`src/rtl/hrm_host_bridge.sv`:
```
// Host-side bridge for the HRM-CPU byte interface.
//   - RX stream -> circular buffer -> CPU INBOX writes
//   - CPU OUTBOX -> TX ready/valid stream
//   - On request, walks the CPU dump port and streams a snapshot frame:
//     MARK, PC, R, IR, STATE, N_in, INBOX[0..N_in-1], N_out, OUTBOX[0..N_out-1]
// Optional build macro HOST_BRIDGE_DUMP_CSUM_EN appends a modulo-256 sum of
// every frame byte after the mark (counts included).
// Handshake: a TX byte transfers on a rising clk edge where o_tx_valid and
// i_tx_ready are both high; o_tx_data is held stable while o_tx_valid waits.
// The FSM state is the internal signal 'state' (typedef state_t).
module hrm_host_bridge #(
    parameter int          RX_DEPTH  = 4,
    parameter logic [7:0]  DUMP_MARK = 8'hFF
) (
    input  logic       clk,
    input  logic       i_rst_n,
    input  logic [7:0] i_rx_data,
    input  logic       i_rx_valid,
    output logic [7:0] o_tx_data,
    output logic       o_tx_valid,
    input  logic       i_tx_ready,
    output logic [7:0] o_cpu_in_data,
    output logic       o_cpu_in_wr,
    input  logic       i_cpu_in_full,
    input  logic [7:0] i_cpu_out_data,
    input  logic       i_cpu_out_empty,
    output logic       o_cpu_out_rd,
    output logic [2:0] o_dmp_chip_select,
    output logic [4:0] o_dmp_fifo_pos,
    input  logic [7:0] i_dmp_data,
    input  logic       i_dmp_valid,
    input  logic       i_dump_req,
    output logic       o_dump_busy,
    output logic       o_rx_drop
);
    localparam int AW = $clog2(RX_DEPTH);
    localparam logic [AW:0] PTR_ONE = 1;

    // Dump port selects; INBOX and OUTBOX are the CPU's two FIFOs.
    localparam logic [2:0] SEL_IN  = 3'd0;
    localparam logic [2:0] SEL_OUT = 3'd1;
    localparam logic [2:0] SEL_PC  = 3'd2;
    localparam logic [2:0] SEL_R   = 3'd4;
    localparam logic [2:0] SEL_IR  = 3'd5;
    localparam logic [2:0] SEL_ST  = 3'd6;

    typedef enum logic [2:0] {
        S_IDLE, S_ORD, S_OSEND, S_OGAP, S_DADDR, S_DSAMP, S_DSEND, S_DCNT
    } state_t;

    // Which part of the dump frame the FSM is currently producing.
    typedef enum logic [2:0] {
        P_MARK, P_REG, P_CNT_IN, P_DAT_IN, P_CNT_OUT, P_DAT_OUT, P_CSUM
    } phase_t;

    state_t     state, state_n;
    phase_t     phase, phase_n;
    logic [5:0] idx, idx_n;
    logic [5:0] cnt, cnt_n;
    logic [7:0] tx_n;
    logic [2:0] sel_n;
    logic [4:0] pos_n;
    logic       dump_pend;
    logic       dump_done;
    logic       frame_end;
`ifdef HOST_BRIDGE_DUMP_CSUM_EN
    logic [7:0] csum;
    logic       dump_start;
    logic       tx_accept;
`endif

    // ---------------- RX buffer ----------------
    logic [7:0]  rx_mem [RX_DEPTH];
    logic [AW:0] wr_ptr, rd_ptr;
    logic        rx_empty, rx_full, rx_push, rx_pop;

    assign rx_empty = (wr_ptr == rd_ptr);
    assign rx_full  = (wr_ptr[AW] != rd_ptr[AW]) && (wr_ptr[AW-1:0] == rd_ptr[AW-1:0]);
    assign rx_pop   = !rx_empty && !i_cpu_in_full && !o_dump_busy;
    assign rx_push  = i_rx_valid && (!rx_full || rx_pop);

    // RX storage: written on every accepted host byte.
    always_ff @(posedge clk) begin
        if (rx_push) rx_mem[wr_ptr[AW-1:0]] <= i_rx_data;
    end

    // RX pointers, registered INBOX write strobe and sticky overflow flag.
    always_ff @(posedge clk) begin
        if (!i_rst_n) begin
            wr_ptr        <= '0;
            rd_ptr        <= '0;
            o_cpu_in_wr   <= 1'b0;
            o_cpu_in_data <= 8'h00;
            o_rx_drop     <= 1'b0;
        end else begin
            if (rx_push) wr_ptr <= wr_ptr + PTR_ONE;
            if (rx_pop) begin
                rd_ptr        <= rd_ptr + PTR_ONE;
                o_cpu_in_data <= rx_mem[rd_ptr[AW-1:0]];
            end
            o_cpu_in_wr <= rx_pop;
            if (i_rx_valid && !rx_push) o_rx_drop <= 1'b1;
        end
    end

    // ---------------- TX / dump FSM ----------------
    assign o_cpu_out_rd = (state == S_ORD);
    assign o_tx_valid   = (state == S_OSEND) || (state == S_DSEND);
    assign o_dump_busy  = (state == S_DADDR) || (state == S_DSAMP) ||
                          (state == S_DSEND) || (state == S_DCNT);

    function automatic logic [2:0] reg_sel(input logic [1:0] i);
        case (i)
            2'd0:    return SEL_PC;
            2'd1:    return SEL_R;
            2'd2:    return SEL_IR;
            default: return SEL_ST;
        endcase
    endfunction

    // Pending snapshot request; requests that arrive mid-dump are ignored.
    always_ff @(posedge clk) begin
        if (!i_rst_n)                       dump_pend <= 1'b0;
        else if (dump_done)                 dump_pend <= 1'b0;
        else if (i_dump_req && !o_dump_busy) dump_pend <= 1'b1;
    end

`ifdef HOST_BRIDGE_DUMP_CSUM_EN
    // Running sum of frame bytes after the mark, excluding the sum itself.
    always_ff @(posedge clk) begin
        if (!i_rst_n || dump_start) csum <= 8'h00;
        else if (tx_accept && phase != P_MARK && phase != P_CSUM) csum <= csum + o_tx_data;
    end
`endif

    // State register plus the dump walker's datapath registers.
    always_ff @(posedge clk) begin
        if (!i_rst_n) begin
            state             <= S_IDLE;
            phase             <= P_MARK;
            idx               <= '0;
            cnt               <= '0;
            o_tx_data         <= 8'h00;
            o_dmp_chip_select <= SEL_PC;
            o_dmp_fifo_pos    <= 5'd0;
        end else begin
            state             <= state_n;
            phase             <= phase_n;
            idx               <= idx_n;
            cnt               <= cnt_n;
            o_tx_data         <= tx_n;
            o_dmp_chip_select <= sel_n;
            o_dmp_fifo_pos    <= pos_n;
        end
    end

    // Next-state and next-datapath logic for OUTBOX drain and dump walk.
    always_comb begin
        state_n   = state;
        phase_n   = phase;
        idx_n     = idx;
        cnt_n     = cnt;
        tx_n      = o_tx_data;
        sel_n     = o_dmp_chip_select;
        pos_n     = o_dmp_fifo_pos;
        dump_done = 1'b0;
        frame_end = 1'b0;
`ifdef HOST_BRIDGE_DUMP_CSUM_EN
        dump_start = 1'b0;
        tx_accept  = 1'b0;
`endif
        case (state)
            S_IDLE: begin
                if (dump_pend) begin
                    state_n = S_DADDR;
                    phase_n = P_MARK;
                    idx_n   = 6'd0;
`ifdef HOST_BRIDGE_DUMP_CSUM_EN
                    dump_start = 1'b1;
`endif
                end else if (!i_cpu_out_empty) begin
                    state_n = S_ORD;
                end
            end
            S_ORD: begin
                tx_n    = i_cpu_out_data;
                state_n = S_OSEND;
            end
            S_OSEND: if (i_tx_ready) state_n = S_OGAP;
            S_OGAP:  state_n = S_IDLE;
            S_DADDR: begin
                pos_n = 5'd0;
                case (phase)
                    P_REG:                sel_n = reg_sel(idx[1:0]);
                    P_CNT_IN, P_DAT_IN:   sel_n = SEL_IN;
                    P_CNT_OUT, P_DAT_OUT: sel_n = SEL_OUT;
                    default:              sel_n = o_dmp_chip_select;
                endcase
                if (phase == P_DAT_IN || phase == P_DAT_OUT) pos_n = idx[4:0];
                if (phase == P_CNT_IN || phase == P_CNT_OUT) begin
                    cnt_n   = 6'd0;
                    state_n = S_DCNT;
                end else begin
                    state_n = S_DSAMP;
                end
            end
            S_DSAMP: begin
                tx_n = (phase == P_MARK) ? DUMP_MARK : i_dmp_data;
`ifdef HOST_BRIDGE_DUMP_CSUM_EN
                if (phase == P_CSUM) tx_n = csum;
`endif
                state_n = S_DSEND;
            end
            S_DCNT: begin
                // Scan stops at the first empty slot or after slot 31.
                cnt_n = cnt + {5'd0, i_dmp_valid};
                if (i_dmp_valid && o_dmp_fifo_pos != 5'd31) begin
                    pos_n = o_dmp_fifo_pos + 5'd1;
                end else begin
                    tx_n    = {2'b00, cnt_n};
                    state_n = S_DSEND;
                end
            end
            S_DSEND: begin
                if (i_tx_ready) begin
`ifdef HOST_BRIDGE_DUMP_CSUM_EN
                    tx_accept = 1'b1;
`endif
                    state_n = S_DADDR;
                    case (phase)
                        P_MARK: begin
                            phase_n = P_REG;
                            idx_n   = 6'd0;
                        end
                        P_REG: begin
                            if (idx == 6'd3) phase_n = P_CNT_IN;
                            else             idx_n   = idx + 6'd1;
                        end
                        P_CNT_IN: begin
                            if (cnt == 6'd0) phase_n = P_CNT_OUT;
                            else begin
                                phase_n = P_DAT_IN;
                                idx_n   = 6'd0;
                            end
                        end
                        P_DAT_IN: begin
                            if (idx + 6'd1 == cnt) phase_n = P_CNT_OUT;
                            else                   idx_n   = idx + 6'd1;
                        end
                        P_CNT_OUT: begin
                            if (cnt == 6'd0) frame_end = 1'b1;
                            else begin
                                phase_n = P_DAT_OUT;
                                idx_n   = 6'd0;
                            end
                        end
                        P_DAT_OUT: begin
                            if (idx + 6'd1 == cnt) frame_end = 1'b1;
                            else                   idx_n     = idx + 6'd1;
                        end
                        default: frame_end = 1'b1;
                    endcase
                    if (frame_end) begin
`ifdef HOST_BRIDGE_DUMP_CSUM_EN
                        if (phase != P_CSUM) phase_n   = P_CSUM;
                        else                 dump_done = 1'b1;
`else
                        dump_done = 1'b1;
`endif
                    end
                    if (dump_done) begin
                        state_n = S_IDLE;
                        sel_n   = SEL_PC;
                        pos_n   = 5'd0;
                    end
                end
            end
            default: state_n = S_IDLE;
        endcase
    end
endmodule

```
`config.mk`:
```
export PLATFORM = sky130hd
export DESIGN_NAME = hrm_host_bridge
export DESIGN_NICKNAME = d
export VERILOG_FILES = /design/src/rtl/hrm_host_bridge.sv
export SDC_FILE = /design/constraint.sdc
export NUM_CORES = 1
export LEC_CHECK = 0
export ABC_AREA = 1
export CORE_MARGIN = 4
export CORE_UTILIZATION = 45
export DETAILED_ROUTE_END_ITERATION = 6
export PLACE_DENSITY = 0.76
export REMOVE_ABC_BUFFERS = 1
export SYNTH_ARGS = -nofsm -noshare
export SYNTH_HDL_FRONTEND = slang
export SYNTH_SLANG_ARGS = --single-unit
export TNS_END_PERCENT = 1
```
`constraint.sdc`:
```
create_clock -name clk -period 2.4 [get_ports clk]
set_clock_uncertainty 0.15 [all_clocks]
set_input_delay 0.48 -clock clk [delete_from_list [all_inputs] [get_ports clk]]
set_output_delay 0.48 -clock clk [all_outputs]
set_load 0.03 [all_outputs]
```
### Yosys cells after proc, flatten, opt, wreduce, memory -nomap -nowiden

Memory sizes are Yosys's and may differ from the RTL's. A register that Yosys moved wholly into a read port is not among the register bits.
Index checks and enable logic that the tools add are counted.

* register bits: 43
* RAM bits: 32
* output and inout bits: 29
* word-level logic and storage cells: 148
* memories: 1

Memories
* rx_mem: depth 4, bits a word 8, rd ports 1, clocked after Yosys merged registers in 1, write ports 1, line 73 `logic [7:0] rx_mem [RX_DEPTH];`

* $add $sub $neg: 5
* equal/unequal tests: 37
* multiplexer cells: 50
* bitwise logic cells: 1
* reductions and logical operators: 42

Operator list (number)
* 3-bit 2-to-1 mux: 14
* 6-bit 2-to-1 mux: 6
* 3-bit one-hot mux with 8 select lines: 1
* 6-bit one-hot mux with 2 select lines: 2
* 6-bit one-hot mux with 4 select lines: 1
* 8-bit one-hot mux with 3 select lines: 1
* 5-bit 2-to-1 mux: 4
* 3-bit equality test, second input constant: 6
* 3-bit != test, second input constant: 6
* 3-bit one-hot mux with 3 select lines: 2
* 8-bit 2-to-1 mux: 2
* 3-bit one-hot mux with 5 select lines: 1
* 5-bit one-hot mux with 3 select lines: 1
* 7-bit AND reduction: 2
* 3-bit by 2-bit equality test with 1-bit output, second input constant: 4
* 3-bit one-hot mux with 2 select lines: 2
* 4-bit AND reduction: 3
* 1-bit 2-to-1 mux: 11
* 2-bit OR reduction: 5
* 2-bit != test, second input constant: 4
* 1-bit logical AND: 7
* 1-bit logical OR: 7
* 3-bit by 1-bit adder with 3-bit output, second input constant: 2
* 6-bit by 1-bit adder with 6-bit output: 1
* 27 further kinds: 40

### Longest topological paths before layout

* depth in word-level cells: 12
* gate-level depth with buffers: 16

### Worst setup path before layout

No wires, ideal clock.

* path type: register to register
* start point: register o_dmp_fifo_pos[0]
* end point: register state[2]
* library setup time: 120 ps
* data arrival time: 1793 ps
* required time: 2130 ps
* path slack: 338 ps
* cell stages (with the launch flop): 14
* path buffers: 0
* period minus slack after synthesis: 2062 ps
* path through: dfxtp_1 -> ha_1 -> nand2_1 -> nor2_1 -> ha_1 -> nor2_1 -> inv_1 -> nor2_1 -> a21oi_1 -> inv_1 -> a41oi_1 -> nand3_1 -> nand2_1 -> a21oi_1

* cells in the longest elaborated chain, start to end: 4

RTL lines
* start, declared: line 29 `output logic [4:0] o_dmp_fifo_pos,`
* start signal, assigned: line 153 `o_dmp_fifo_pos <= pos_n;`
* 5-bit != test: line 217 `if (i_dmp_valid && o_dmp_fifo_pos != 5'd31) begin`
* 1-bit logical AND: line 217
* 2-bit != test (no line)
* 4-bit AND reduction (no line)
* end signal, assigned: line 147 `state <= state_n;`
* end, declared: line 56 `state_t state, state_n;`

No other way between the ends.
A chain may end at the register's enable or synchronous reset.

### Worst setup path after layout

* start point: register idx[1]
* end point: register idx[5]

* cells in the longest elaborated chain, start to end: 5
* elaborated cells between the ends (all ways): 11

RTL lines
* start, declared: line 58 `logic [5:0] idx, idx_n;`
* start signal, assigned: line 149 `idx <= idx_n;`
* 6-bit by 1-bit adder with 6-bit output
* 6-bit 2-to-1 mux (on tied branches): line 247, 258, 236
* 6-bit one-hot mux with 4 select lines: line 230 `case (phase)`
* 6-bit 2-to-1 mux: line 225 `if (i_tx_ready) begin`
* 6-bit one-hot mux with 2 select lines: line 172 `case (state)`

Parallel ways exist; a longest one is shown, timed or not. The select of a mux whose other input is x is not followed.

==> out/metrics.cfg <==
[critical_path]
r2r-end = idx[5]
crit_buf_inv = 1
cp.arrival_ps = 2280
slowest_stage = dfxtp_1
endpoint_kind = flop
critPathMaxStageDelay_ps = 450
cp_common_cell = nand2_1
rr_startpoint = idx[1]
start_kind = flop
crit_start = idx[1]
ff2ff_path_depth = 12
ff2ff_setup_slack_ps = 230
crit_required_ps = 2510
crit_type = flop to flop
path_cells = inv_1 > ha_1 > xnor2_1 > nand2_1 > nor2_1 > nand2_1 > nor2_4 > nand3_1 > nand4_4 > nand3_1 > nand2_1 > nor2_1
worstPathMaxFanout = 12
cp_top_family = simple AND/OR/NAND/NOR gates
cp.depth = 12
crit_end = idx[5]

[finish]
drive_gt1_frac = 0.0952
nets = 627
ff_latch_area_um2 = 1980
layout_common_cells = nand2_1 (86), nor2_1 (83), clkdlybuf4s50_1 (58)
final_common_cell = nand2_1
multiInputGateArea_um2 = 1850
area_delta_synth_final_pct = 23.0
n_antenna_cell = 0
fin_area_um2 = 5100
fillers = 787
fin_cells = 696

[status]
status = completed

[drt]
totalWireLength_um = 10200
wl_per_cell_um = 14.7
avgViaCountPerCell = 5.38
first_pass_iters = 5
postRouteAntennaNets = 0
post-route-drc-count = 0
drtIter0Drc = 176
vias = 3747

[job]
drv_cap = 0

[cts]
cts_tree = done
cts_setup_buffers = 0
cts.htree.levels = 3
clock_sinks = 83
clkLatencyLatePin_ps = 350
ctsLongestPathBuffers = 2
clkTransAtPathRegs_ps = 90
cts_made_buffers = 9
clockRootBuffer = clkbuf_8

[yosys]
ys_types = 40
synth_seq_cells = 83
syn_area_per_cell_um2 = 8.04
netlist_area_um2 = 4150
synth_warnings = 0
synth_cells = 516
ys_seq_area_frac = 0.478

[timing]
drv_slew = 0
worstMarginPinSlew_ps = 563
setup_viol = 0
hold_violations = 0
fin_crit_ps = 2170
slew_headroom = 0.624
timing.final.crit_share = 0.905
max_freq_ghz = 0.461
rsz0062_at_grt = no

[global_routing]
grt_start_max_net_pins = 38
grt_antenna_before_repair = 0
grt_pass1_vias = 3814
grt_pass1_wl_um = 17700
grt_usage = 0.197
grt_overflow = 0

[place]
hpwl_um = 7300
placed_cell_area_um2 = 4880
place.port_buffers = 60
gp_congestion = 0.920
placed_cells = 680

[die]
pin_count = 61
fp.dieW_um = 104
fp.dieH_um = 104
start_util = 0.469
core_area_um2 = 8850
dieArea_um2 = 10800
std_cell_rows = 34

[power]
power_density_nw_per_um2 = 866
peakVddDrop_v = 0.000498
power_leakage_nw = 2.07

[min_path]
min_path_type = flop to flop

-- tightest hold or removal path: cells and delay by family, from the launching register on --
family | cells | cell delay, ps
flip-flops | 1 | 320
AO/OA/AOI/OAI | 1 | 50
buffers and inverters | 1 | 50
-- worst min path at each step --
stage	endpoint	cells after the start	from	slack, ps
after CTS	o_rx_drop	2	o_rx_drop	310
after global routing	o_rx_drop	2	o_rx_drop	330
final	o_rx_drop	2	o_rx_drop	320
after global placement	o_rx_drop	2	o_rx_drop	290
after detailed placement	o_rx_drop	2	o_rx_drop	300
after floorplan	wr_ptr[2]	1	wr_ptr[2]	290
-- Yosys cell counts (all sizes together) --
master   count  area (um^2)
dfxtp       51         1020
edfxtp      32          961
nor3         3         15.0
o2111ai      1         8.76
xor2         3         26.3
clkinv       1         3.75
ha          12          150
inv         54          203
o32ai        1         8.76
nand3b       1         7.51
clkbuf       6         32.5
xnor2        2         17.5
nand2       91          354
o22ai        2         12.5
a31oi       10         62.6
o21ai       55          279
a211oi       1         12.5
a21oi       40          219
a41oi        4         35.0
buf         12         83.8
nand3       38          223
o211ai       1         7.51
nor2        87          347
o21bai       1         7.51
nand4        7         50.1
-- power breakdown --
| part | switching (W) | internal (W) | leakage, nW |
|---|---|---|---|
| Clock | 0.000554 | 0.000499 | 0.107 |
| Sequential | 0.000154 | 0.00166 | 0.711 |
| Combinational | 0.000965 | 0.000590 | 1.25 |
| Total | 0.00167 | 0.00275 | 2.07 |
-- flip-flops by register name, summed over array words and instances (netlist names) --
signal             count
o_tx_data              8
o_cpu_in_wr            1
rd_ptr                 3
o_dmp_chip_select      3
o_rx_drop              1
phase                  3
o_dmp_fifo_pos         5
dump_pend              1
cnt                    6
wr_ptr                 3
state                  3
idx                    6
rx_mem                32
o_cpu_in_data          8
-- routing by layer --
layer / wire length [um] / up-vias / global-route usage
met1: 4290 / 1758 / 0.230
li1: - / 1868 / -
met2: 5260 / 99 / 0.353
met5: 0 / - / 0
met4: 217 / 0 / 0.0703
met3: 443 / 22 / 0.0428
-- metrics by stage --
stage | setup slack (ps) | total power, W | setup TNS [ps] | hold WS, ps | utilization
after floorplan | -96.8 | 0.00279 | -96.8 | 292 | -
after global placement | 245 | 0.00336 | 0 | 293 | 0.552
after detailed placement | 223 | 0.00339 | 0 | 297 | 0.552
after CTS | 6.12 | 0.00445 | 0 | 313 | 0.575
after global routing | 11.7 | 0.00469 | 0 | 326 | 0.577
final | 229 | 0.00442 | 0 | 316 | 0.577
-- repair_timing --
| action | in CTS | in global routing |
|---|---|---|
| resized for setup | 1 | 3 |
| hold buffers | 0 | 0 |
| setup endpoints to repair | 1 | 14 |
-- area by class of cell --
class	instances	share of cell area
inverter	55	0.0405
multi-input combinational	360	0.363
clock inverter	7	0.0159
clock buffer	9	0.0243
sequential	83	0.388
timing repair buffer	74	0.141
tap	108	0.0265
-- logic make-up (layout without fill, tap and decap cells) --
kind of cell | after synthesis | in the layout | synth area share
DFF | 83 | 83 | 0.478
adders and majority gates | 12 | 12 | 0.0362
AOI/OAI and AO/OA | 116 | 116 | 0.157
and+or+nand+nor | 227 | 227 | 0.240
buffers and inverters | 73 | 145 | 0.0778
xor gates and xnor gates | 5 | 5 | 0.0106
No activity file was read; power rests on OpenSTA's default activity.
